==> src/rtl/pulse_amp_if.sv <==
// Bundles the per-channel data, control and status vectors of pulse_amp_array.
// The master side drives inputs and controls; the slave side is the amplifier.
interface pulse_amp_if #(
    parameter int unsigned CHANNELS = 6,
    parameter int unsigned INPUTS   = 4
);
    logic [CHANNELS*INPUTS-1:0] in;
    logic [CHANNELS-1:0]        en;
    logic [CHANNELS-1:0]        ovr_clr;
    logic [CHANNELS-1:0]        gate_n;
    logic [CHANNELS-1:0]        pulse;
    logic [CHANNELS-1:0]        pulse_n;
    logic [CHANNELS-1:0]        busy;
    logic [CHANNELS-1:0]        ovr;

    modport master (
        output in, en, ovr_clr,
        input  gate_n, pulse, pulse_n, busy, ovr
    );

    modport slave (
        input  in, en, ovr_clr,
        output gate_n, pulse, pulse_n, busy, ovr
    );
endinterface

==> src/rtl/pulse_amp_array.sv <==
// Array of independent pulse amplifiers: AND/NAND gate per channel, rising-edge
// trigger, fixed-width registered pulse with optional retrigger, holdoff and overrun flag.
module pulse_amp_array #(
    parameter int unsigned CHANNELS       = 6,
    parameter int unsigned INPUTS         = 4,
    parameter int unsigned PULSE_CYCLES   = 5,
    parameter int unsigned HOLDOFF_CYCLES = 2,
    parameter bit          RETRIGGER      = 1'b0
) (
    input logic        clk,
    input logic        rst_n,
    pulse_amp_if.slave bus
);
    localparam int unsigned MAX_CYCLES =
        (PULSE_CYCLES > HOLDOFF_CYCLES) ? PULSE_CYCLES : HOLDOFF_CYCLES;
    localparam int unsigned CNT_W = $clog2(MAX_CYCLES + 1);
    localparam logic [CNT_W-1:0] PULSE_LOAD = CNT_W'(PULSE_CYCLES - 1);
    // Only used when HOLDOFF_CYCLES > 0, so the wrap at zero is never loaded.
    localparam logic [CNT_W-1:0] HOLD_LOAD  = CNT_W'(HOLDOFF_CYCLES - 1);

    typedef enum logic [1:0] {StIdle, StPulse, StHoldoff} state_e;

    logic [CHANNELS-1:0] g;
    logic [CHANNELS-1:0] trig;
    logic [CHANNELS-1:0] prev_q;
    logic [CHANNELS-1:0] ovr_q, ovr_d;
    logic [CHANNELS-1:0] pulse_w, busy_w;
    state_e              state_q [CHANNELS];
    state_e              state_d [CHANNELS];
    logic [CNT_W-1:0]    cnt_q   [CHANNELS];
    logic [CNT_W-1:0]    cnt_d   [CHANNELS];

    always_comb begin
        for (int c = 0; c < CHANNELS; c++) begin
            g[c] = &bus.in[c*INPUTS +: INPUTS];
        end
    end

    assign trig = g & ~prev_q;

    always_ff @(posedge clk or negedge rst_n) begin
        if (!rst_n) begin
            // prev resets high so inputs already asserted at release do not fire.
            prev_q <= '1;
            ovr_q  <= '0;
            for (int c = 0; c < CHANNELS; c++) begin
                state_q[c] <= StIdle;
                cnt_q[c]   <= '0;
            end
        end else begin
            prev_q <= g;
            ovr_q  <= ovr_d;
            for (int c = 0; c < CHANNELS; c++) begin
                state_q[c] <= state_d[c];
                cnt_q[c]   <= cnt_d[c];
            end
        end
    end

    always_comb begin
        for (int c = 0; c < CHANNELS; c++) begin
            state_d[c] = state_q[c];
            cnt_d[c]   = cnt_q[c];
            ovr_d[c]   = ovr_q[c] & ~bus.ovr_clr[c];
            unique case (state_q[c])
                StIdle: begin
                    if (trig[c] && bus.en[c]) begin
                        state_d[c] = StPulse;
                        cnt_d[c]   = PULSE_LOAD;
                    end
                end
                StPulse: begin
                    if (RETRIGGER && trig[c] && bus.en[c]) begin
                        cnt_d[c] = PULSE_LOAD;
                    end else begin
                        if (!RETRIGGER && trig[c]) begin
                            ovr_d[c] = 1'b1;
                        end
                        if (cnt_q[c] != '0) begin
                            cnt_d[c] = cnt_q[c] - 1'b1;
                        end else if (HOLDOFF_CYCLES > 0) begin
                            state_d[c] = StHoldoff;
                            cnt_d[c]   = HOLD_LOAD;
                        end else begin
                            state_d[c] = StIdle;
                        end
                    end
                end
                StHoldoff: begin
                    if (trig[c]) begin
                        ovr_d[c] = 1'b1;
                    end
                    if (cnt_q[c] != '0) begin
                        cnt_d[c] = cnt_q[c] - 1'b1;
                    end else begin
                        state_d[c] = StIdle;
                    end
                end
                default: begin
                    state_d[c] = StIdle;
                    cnt_d[c]   = '0;
                end
            endcase
        end
    end

    always_comb begin
        for (int c = 0; c < CHANNELS; c++) begin
            pulse_w[c] = (state_q[c] == StPulse);
            busy_w[c]  = (state_q[c] != StIdle);
        end
    end

    assign bus.gate_n  = ~g;
    assign bus.pulse   = pulse_w;
    assign bus.pulse_n = ~pulse_w;
    assign bus.busy    = busy_w;
    assign bus.ovr     = ovr_q;
endmodule

==> src/flat_wrapper.sv <==
// flat-port wrapper written by rule: the top's interface ports become plain ports
module pulse_amp_array_flat 
#(
    parameter int unsigned CHANNELS       = 6,
    parameter int unsigned INPUTS         = 4,
    parameter int unsigned PULSE_CYCLES   = 5,
    parameter int unsigned HOLDOFF_CYCLES = 2,
    parameter bit          RETRIGGER      = 1'b0
)
  (clk, rst_n, bus_in, bus_en, bus_ovr_clr, bus_gate_n, bus_pulse, bus_pulse_n, bus_busy, bus_ovr);
  pulse_amp_if #(.CHANNELS(CHANNELS), .INPUTS(INPUTS)) bus_i ();
  input logic clk;
  input logic rst_n;
  input wire logic [$bits(bus_i.in)-1:0] bus_in;
  input wire logic [$bits(bus_i.en)-1:0] bus_en;
  input wire logic [$bits(bus_i.ovr_clr)-1:0] bus_ovr_clr;
  output wire logic [$bits(bus_i.gate_n)-1:0] bus_gate_n;
  output wire logic [$bits(bus_i.pulse)-1:0] bus_pulse;
  output wire logic [$bits(bus_i.pulse_n)-1:0] bus_pulse_n;
  output wire logic [$bits(bus_i.busy)-1:0] bus_busy;
  output wire logic [$bits(bus_i.ovr)-1:0] bus_ovr;
  assign bus_i.in = bus_in;
  assign bus_i.en = bus_en;
  assign bus_i.ovr_clr = bus_ovr_clr;
  assign bus_gate_n = bus_i.gate_n;
  assign bus_pulse = bus_i.pulse;
  assign bus_pulse_n = bus_i.pulse_n;
  assign bus_busy = bus_i.busy;
  assign bus_ovr = bus_i.ovr;
  pulse_amp_array #(.CHANNELS(CHANNELS), .INPUTS(INPUTS), .PULSE_CYCLES(PULSE_CYCLES), .HOLDOFF_CYCLES(HOLDOFF_CYCLES), .RETRIGGER(RETRIGGER)) u_core (.clk(clk), .rst_n(rst_n), .bus(bus_i));
endmodule
==> config.mk <==
export PLATFORM = sky130hd
export DESIGN_NAME = pulse_amp_array_flat
export DESIGN_NICKNAME = d
export VERILOG_FILES = /design/src/rtl/pulse_amp_if.sv /design/src/rtl/pulse_amp_array.sv /design/src/flat_wrapper.sv
export SDC_FILE = /design/constraint.sdc
export NUM_CORES = 1
export LEC_CHECK = 0
export BUFFER_PORTS_ARGS = -buffer_cell sky130_fd_sc_hd__clkbuf_2
export CAP_MARGIN = 20
export CORE_ASPECT_RATIO = 1.5
export CORE_MARGIN = 5
export CORE_UTILIZATION = 55
export CTS_CLUSTER_SIZE = 16
export DETAILED_ROUTE_END_ITERATION = 10
export GPL_TIMING_DRIVEN = 0
export PLACE_DENSITY_LB_ADDON = 0.05
export SYNTH_ARGS = -nofsm -noshare
export SYNTH_HDL_FRONTEND = slang
export SYNTH_SLANG_ARGS = --single-unit
==> constraint.sdc <==
create_clock -name clk -period 3.8 [get_ports clk]
set_input_delay 0 -clock clk [delete_from_list [all_inputs] [get_ports clk]]
set_output_delay 0 -clock clk [all_outputs]
set_load 0.01 [all_outputs]
# == Word-level counts from Yosys, hierarchy flattened ==
# Cells that the tools add are included.
# totals
register_bits,42
latch_bits,0
ram_bits,0
romBits,0
input_bits,38
out_inout_bits,30
elab_cells,180
memories,0
# op_classes
addsub,6
mul,0
div_mod_pow,0
magnitude_cmp,0
eq_ne,36
shift,0
muxes,60
bitwise_logic,16
n_reduce_logical,48
# ops
cell,count
3-bit two-way mux,18
3-bit one-hot mux with 3 select lines,6
2-bit two-way mux,18
2-bit one-hot mux with 3 select lines,6
2-bit by 1-bit inequality test with 1-bit output (second input constant),12
2-bit inequality test (second input constant),12
4-bit AND reduction,6
6-bit inverter,3
3-bit AND reduction,6
3-bit nonzero test,6
3-bit by 1-bit subtractor with 3-bit output (second input constant),6
2-bit by 1-bit equality test with 1-bit output (second input constant),6
2-bit equality test (second input constant),6
2-bit logical NOT,6
1-bit two-way mux,12
2-bit AND reduction,6
2-bit nonzero test,6
2-bit OR reduction,6
1-bit bitwise AND,6
6-bit bitwise AND,1
1-bit logical AND,6
1-bit inverter,6

# == Longest topological paths before layout ==
# Gate-level depths: netlist of run 1.
# logic_depth
ltp_word,5
ltp_mapped,7
depth_no_buf,6

# == Least setup slack after synthesis of run 1 ==
# No wires, ideal clock.
# synth_path
path_type,register to register
from,register u_core.cnt_q[12] (netlist name)
to,register u_core.cnt_q[12] (netlist name)
setup_ns,0.126
t_arrival_ns,1.443
required_time_ns,3.674
setup_slack_ns,2.231
stages_incl_launch_ff,7
path_buffers,0
synth_period_minus_slack_ns,1.569
path_cell_list,dfrtp_1 > inv_1 > ha_1 > nor2b_1 > nor4_1 > a32o_1 > a221o_1
# synth_via
elab_chain_len,3
elab_cells_between_ends,7
classes_between,1 x add/sub; 1 x eq/ne; 3 x mux; 2 x reduce/logical
# synth_lines
item,line_no,source
start: declaration,pulse_amp_array.sv:30,logic [CNT_W-1:0] cnt_q [CHANNELS];
start signal: indexed assignment,pulse_amp_array.sv:55,cnt_q[c] <= cnt_d[c];
3-bit by 1-bit subtractor with 3-bit output / 3-bit nonzero test (equally long branches),--,
"3-bit two-way mux, or another cell as far along",pulse_amp_array.sv:93,if (cnt_q[c] != '0) begin
3-bit one-hot mux with 3 select lines / 2-bit AND reduction (equally long branches),--,
# Parallel ways exist; a longest one is shown, timed or not. The select of a mux whose other input is x is not followed.
# A chain may end at the register's enable or synchronous reset.

# == Final worst setup path of run 1 ==
# Ends and elaborated chain as after synthesis.

==> results of run 1 <==
-- layout by cell type, fill, tap and decap left out, drive strengths merged, types with 3 or more instances in the layout --
cell,n
dfstp,6
o32ai,5
dlygate4sd3,10
a31oi,4
a31o,3
nor2b,7
inv,58
nand2,18
mux2i,8
nand2b,11
nand4,6
a21oi,23
nor2,15
nor3,12
buf,8
ha,40
nor4,3
mux2,3
clkbuf,75
o21ai,17
o21a,3
dfrtp,36
a21o,5
a22o,5
-- power by group --
group          switching [mW]  internal [mW]
Sequential              0.107          0.580
Combinational           0.838          0.642
Clock                   0.158          0.196
-- logic make-up (layout without fill, tap and decap cells) --
group / after synthesis / count (layout) / synth area share
AOI/OAI and AO/OA: 83 / 83 / 0.196
adders and majority gates: 40 / 40 / 0.171
buffers and inverters: 67 / 153 / 0.0959
DFF: 42 / 42 / 0.361
muxes: 11 / 11 / 0.0388
and+or+nand+nor: 80 / 80 / 0.139
-- through the flow --
stage	hold slack (ns)	instance area, um2
2_1_floorplan	-0.296	2940
3_3_place_gp	0.180	3360
3_5_place_dp	0.187	3360
4_1_cts	0.0117	3570
5_1_grt	0.0324	3590
6_report	0.0202	3590
-- cell type report --
| cell class | instances | area share |
|---|---|---|
| Clock buffer | 6 | 0.0202 |
| Tap cell | 68 | 0.0237 |
| Inverter | 58 | 0.0607 |
| Buffer | 9 | 0.0178 |
| Multi-Input combinational cell | 214 | 0.445 |
| Clock inverter | 2 | 0.0105 |
| Sequential cell | 42 | 0.295 |
| Timing Repair Buffer | 78 | 0.127 |
-- critical path: stages, from the launching register on --
cell and delay, ns:
dfrtp_1 0.44, inv_1 0.10, ha_1 0.20, nor2b_1 0.37, nor4_1 0.10, a32o_1 0.21
a221o_1 0.26
-- worst max-delay path by stage --
stage,end,slack [ns],depth (start not counted)
final,u_core.cnt_q[12]$_DFFE_PN0P_,2.00,6
after global routing,u_core.cnt_q[12]$_DFFE_PN0P_,1.87,6
after CTS,u_core.cnt_q[12]$_DFFE_PN0P_,2.01,6
after detailed placement,u_core.cnt_q[12]$_DFFE_PN0P_,2.03,6
after global placement,u_core.cnt_q[12]$_DFFE_PN0P_,2.07,6
after floorplan,u_core.cnt_q[12]$_DFFE_PN0P_,2.23,6
-- sequential cells by signal (all words and copies together) (netlist names) --
name and flops:
u_core.bus.ovr 6, u_core.state_q 12, u_core.cnt_q 18, u_core.prev_q 6
-- metal layers --
metal | wire (um) | share of wire
met5 | 0 | 0
met4 | 79 | 0.013
met3 | 277 | 0.045
met2 | 3370 | 0.55
met1 | 2420 | 0.39
==> impl_metrics.toml, run 1 <==
[status]
status = "finished clean"

[floorplanning]
row_count = 32
core_um2 = 5160
io_pins = 68
die_w_um = 69.7
initial_core_util = 0.568
die-height_um = 99.5
dieArea_um2 = 6930

[timing]
tns_ns = 0
rsz0062_at_grt = "no"
period_minus_slack_ns = 1.80
fin_ws_ns = 2.00
tightest_slew_ns = 0.495
max_freq_mhz = 557
skew_ns = 0.0105
finalCritPeriodShare = 0.472
final-setup-viol-count = 0
slew_headroom = 0.666
final_max_slew_viol_count = 0
finalHoldViolCount = 0

[yosys]
synth.top_cell.area_share = 0.307
synth_nets = 401
synth.cell_area_um2 = 2940
synth_most_common_cell = "inv_1"
yosys_warnings = 0
netlist-cell-type-count = 46
synth-async-reset-ratio = 1.00
seq_area_frac_synth = 0.361
synth_area_leaders = "dfrtp_1 (31%), ha_1 (17%), inv_1 (7.4%)"
netlist_instances = 323
ys_seq_elements = 42
synth.largest_area_cell = "dfrtp_1"
synth-main-ff-cell = "dfrtp_1"
synth_edf_count = 0
syn_avg_cell_area_um2 = 9.09
synthTopCellsByCount = "inv_1 (58), ha_1 (40), dfrtp_1 (36)"

[critical_path]
critPathLaunchType = "register"
startpoint = "u_core.cnt_q[12]$_DFFE_PN0P_"
rrSetupSlack_ns = 2.00
crit_type = "reg2reg"
crit_fanout = 6
timing.rr.end = "u_core.cnt_q[12]$_DFFE_PN0P_"
arrival_ns = 1.98
reg2reg_from = "u_core.cnt_q[12]$_DFFE_PN0P_"
reg2reg_depth = 6
end_kind = "register"
crit_required_ns = 3.99

[layout]
multi_input_area_um2 = 1600
nets = 486
syn_to_final_growth_pct = 22.2
drive_gt1_frac = 0.249
nFillCells = 433
diodes = 0
instances_no_fill = 477
final_core_util = 0.694
regArea_um2 = 1060

[global_route]
use_met3 = 0.0415
met1_usage = 0.184
grt_use_total = 0.183
grt_max_degree = 43
grt-busiest-layer = "met2"
grt_overflow = 0
grt_pass1_wl_mm = 10.6
grt_antenna_before_repair = 0
grt_pass1_vias = 2574
use_met2 = 0.364

[route]
routed_wl_mm = 6.15
num_vias = 2522
drtIter0Drc = 30
drc = 0
wire_per_inst_um = 12.9
dr.pass1.iters = 4
via_per_inst = 5.29
antenna_left = 0

[worst_hold_path]
worstHoldStart = "bus_in[9]"
whs_path_depth = 3
min_to = "u_core.prev_q[2]$_DFF_PN1_"
min_path_type = "in2reg"

[placement]
port_buffers = 67
placed_cells = 458
dp_hpwl_mm = 4.78
pre_cts_slack_ns = 2.03
gp_congestion = 0.798

[clock_network]
htreeDepth = 2
cts_resized = 0
root_buffer = "clkbuf_8"
cts_made_buffers = 5
cts_max_path_buffers = 2
clk_latency_ns = 0.30
cts_tree = "built"
clk_pin_slew_ns = 0.08
clock_sinks = 42
cts_hold_buf = 10
post-cts-setup-buffer-count = 0

[pwr]
power.total_mw = 2.52
p_leak_nw = 1.86
max-vdd-ir-drop_mv = 0.354
p_per_area_nw_per_um2 = 703

[job]
drv_cap = 0
(Power assumes the default switching activity.)
==> run 2: changes to the inputs <==
Settings changed: CORE_UTILIZATION 55 to 54.
Clock period 3.8 ns to 1.9 ns, I/O delays scaled along.
==> run 2 against run 1 <==
Effect of this change: non-clock buffer count is 1 lower; clock-buffer cell count rose by 1; global-route usage shrank 0.59 points; routed wire length shrank 4.6%; sequential power rose by 99%; sequential share of layout area is 0.12 points higher; final cell count up 0.21%; sequential cell count is the same; first-iteration DRC count up 130%; design area is 0.42% lower; via count up 0.59%; worst hold slack improved by 0.0059 ns; critical endpoint unchanged.
==> impl_metrics.toml, run 2 (synthesis gave the netlist of run 1 again) <==
[critical_path]
crit_fanout = 6
reg2reg_from = "u_core.cnt_q[12]$_DFFE_PN0P_"
cpPeakStageDelay_ns = 0.43
critical_path.cell_chain = "inv_1 -> ha_1 -> nor2b_2 -> nor4_1 -> a32o_1 -> a221o_1"
arrival_ns = 1.90
crit_type = "reg2reg"
cp_slowest_cell = "dfrtp_1"
critPathLaunchType = "register"
crit_required_ns = 2.09
timing.rr.end = "u_core.cnt_q[12]$_DFFE_PN0P_"
end_kind = "register"
rrSetupSlack_ns = 0.18
reg2reg_depth = 6

[worst_hold_path]
min_path_type = "in2reg"
worstHoldStart = "bus_in[9]"
whs_path_depth = 3
min_to = "u_core.prev_q[2]$_DFF_PN1_"

[timing]
slew_headroom = 0.655
period_minus_slack_ns = 1.72
timing.hold.ws_ns = 0.0261
fin_ws_ns = 0.181
skew_ns = 0.00682
finalHoldViolCount = 0
final_max_slew_viol_count = 0
tns_ns = 0
tightest_slew_ns = 0.517
finalCritPeriodShare = 0.905
max_freq_mhz = 582
rsz0062_at_grt = "no"
final-setup-viol-count = 0

[floorplanning]
die_w_um = 70.2
io_pins = 68
row_count = 33
dieArea_um2 = 7040
core_um2 = 5370
die-height_um = 100
initial_core_util = 0.547

[pwr]
p_int_mw = 2.74
seqPwrFrac = 0.280
p_leak_nw = 1.86
max-vdd-ir-drop_mv = 0.828
power.total_mw = 4.91
comb_power_share = 0.600
swShare = 0.442
p_per_area_nw_per_um2 = 1370
p_clk_frac = 0.120
p_switching_mw = 2.17

[clock_network]
post-cts-setup-buffer-count = 0
htreeDepth = 2
clk_pin_slew_ns = 0.08
root_buffer = "clkbuf_8"
cts_made_buffers = 5
clk_latency_ns = 0.29
cts_tree = "built"
clock_sinks = 42
cts_max_path_buffers = 2

[placement]
pre_cts_slack_ns = 0.0951
port_buffers = 67
dp_hpwl_mm = 4.55
gp_congestion = 0.838

[route]
drtIter0Drc = 70
routed_wl_mm = 5.86
dr.pass1.iters = 4
drc = 0
wire_per_inst_um = 12.3
num_vias = 2537
via_per_inst = 5.31
antenna_left = 0

[global_route]
grt_overflow = 0
grt_pass1_wl_mm = 10.4
grt_antenna_before_repair = 0
grt_use_total = 0.177
grt_max_degree = 43
grt_pass1_vias = 2623

[layout]
nFillCells = 485
drive_gt1_frac = 0.255
syn_to_final_growth_pct = 21.7
diodes = 0
top_register = "u_core.cnt_q"
nets = 485
largest_reg_flops = 18
multi_input_area_um2 = 1600
final_cell_mix = "clkbuf_2 (68), inv_1 (58), ha_1 (40)"
regArea_um2 = 1060
final_common_cell = "clkbuf_2"
reg_top3 = "u_core.cnt_q (18), u_core.state_q (12)"
final_core_util = 0.665

[status]
status = "finished clean"

[job]
drv_cap = 0
[run 2: cell types whose count changed in the layout (fill, tap and decap cells not counted), sizes merged]
cell         delta
clkinv          +1
clkinvlp        -1
bufinv          -1
dlygate4sd3     -1
clkbuf          +1
[run 2: layer usage]
metal	track usage	part of all wire	wire length (um)	vias up
met1	0.192	0.41	2400	1205
met4	0.0855	0.024	142	0
li1	-	-	-	1273
met2	0.332	0.54	3160	47
met5	0	0	0	-
met3	0.0251	0.029	168	12
[run 2: worst max path at each step]
| stage | endpoint | depth (start not counted) | slack (ns) | from |
|---|---|---|---|---|
| global placement | u_core.cnt_q[12]$_DFFE_PN0P_ | 6 | 0.17 | u_core.cnt_q[12]$_DFFE_PN0P_ |
| finish | u_core.cnt_q[12]$_DFFE_PN0P_ | 6 | 0.18 | u_core.cnt_q[12]$_DFFE_PN0P_ |
| global route | u_core.state_q[6]$_DFFE_PN0P_ | 5 | 0.07 | u_core.state_q[6]$_DFFE_PN0P_ |
| floorplan | u_core.cnt_q[12]$_DFFE_PN0P_ | 6 | 0.33 | u_core.cnt_q[12]$_DFFE_PN0P_ |
| CTS | u_core.cnt_q[12]$_DFFE_PN0P_ | 6 | 0.08 | u_core.cnt_q[12]$_DFFE_PN0P_ |
| detailed placement | u_core.cnt_q[12]$_DFFE_PN0P_ | 6 | 0.1 | u_core.cnt_q[12]$_DFFE_PN0P_ |
[run 2: layout make-up]
type | instances | share of cell area
multi-input combinational | 214 | 0.447
sequential | 42 | 0.296
timing repair buffer | 77 | 0.127
inverter | 58 | 0.0610
tap | 70 | 0.0245
clock buffer | 7 | 0.0242
buffer | 9 | 0.0182
clock inverter | 1 | 0.00140
[run 2: critical path: cells and delay by family (launching register included)]
| family | cells | cell delay (ns) |
|---|---|---|
| adders and majority gates | 1 | 0.22 |
| and+or+nand+nor | 2 | 0.40 |
| buffers and inverters | 1 | 0.10 |
| DFF | 1 | 0.43 |
| AOI/OAI and AO/OA | 2 | 0.46 |
[run 2: repair_timing]
action / CTS / global route
hold buffers: 9 / 0
setup endpoints to repair: 0 / 2
endpoints found under the hold margin: 43 / 0
resized for setup: 0 / 3
[run 2: per-stage QoR]
step,std cells,cell area (um2)
3_5_place_dp,460,3360
4_1_cts,477,3540
2_1_floorplan,323,2940
6_report,478,3570
5_1_grt,478,3570
3_3_place_gp,460,3360
[run 2: power groups by stage]
stage	combinational, mW	sequential, mW	clock [mW]
CTS	2.96	1.37	0.613
floorplan	2.24	1.35	0
global route	3.38	1.42	0.645
global placement	2.86	1.38	0
finish	2.94	1.37	0.590
detailed placement	2.92	1.39	0
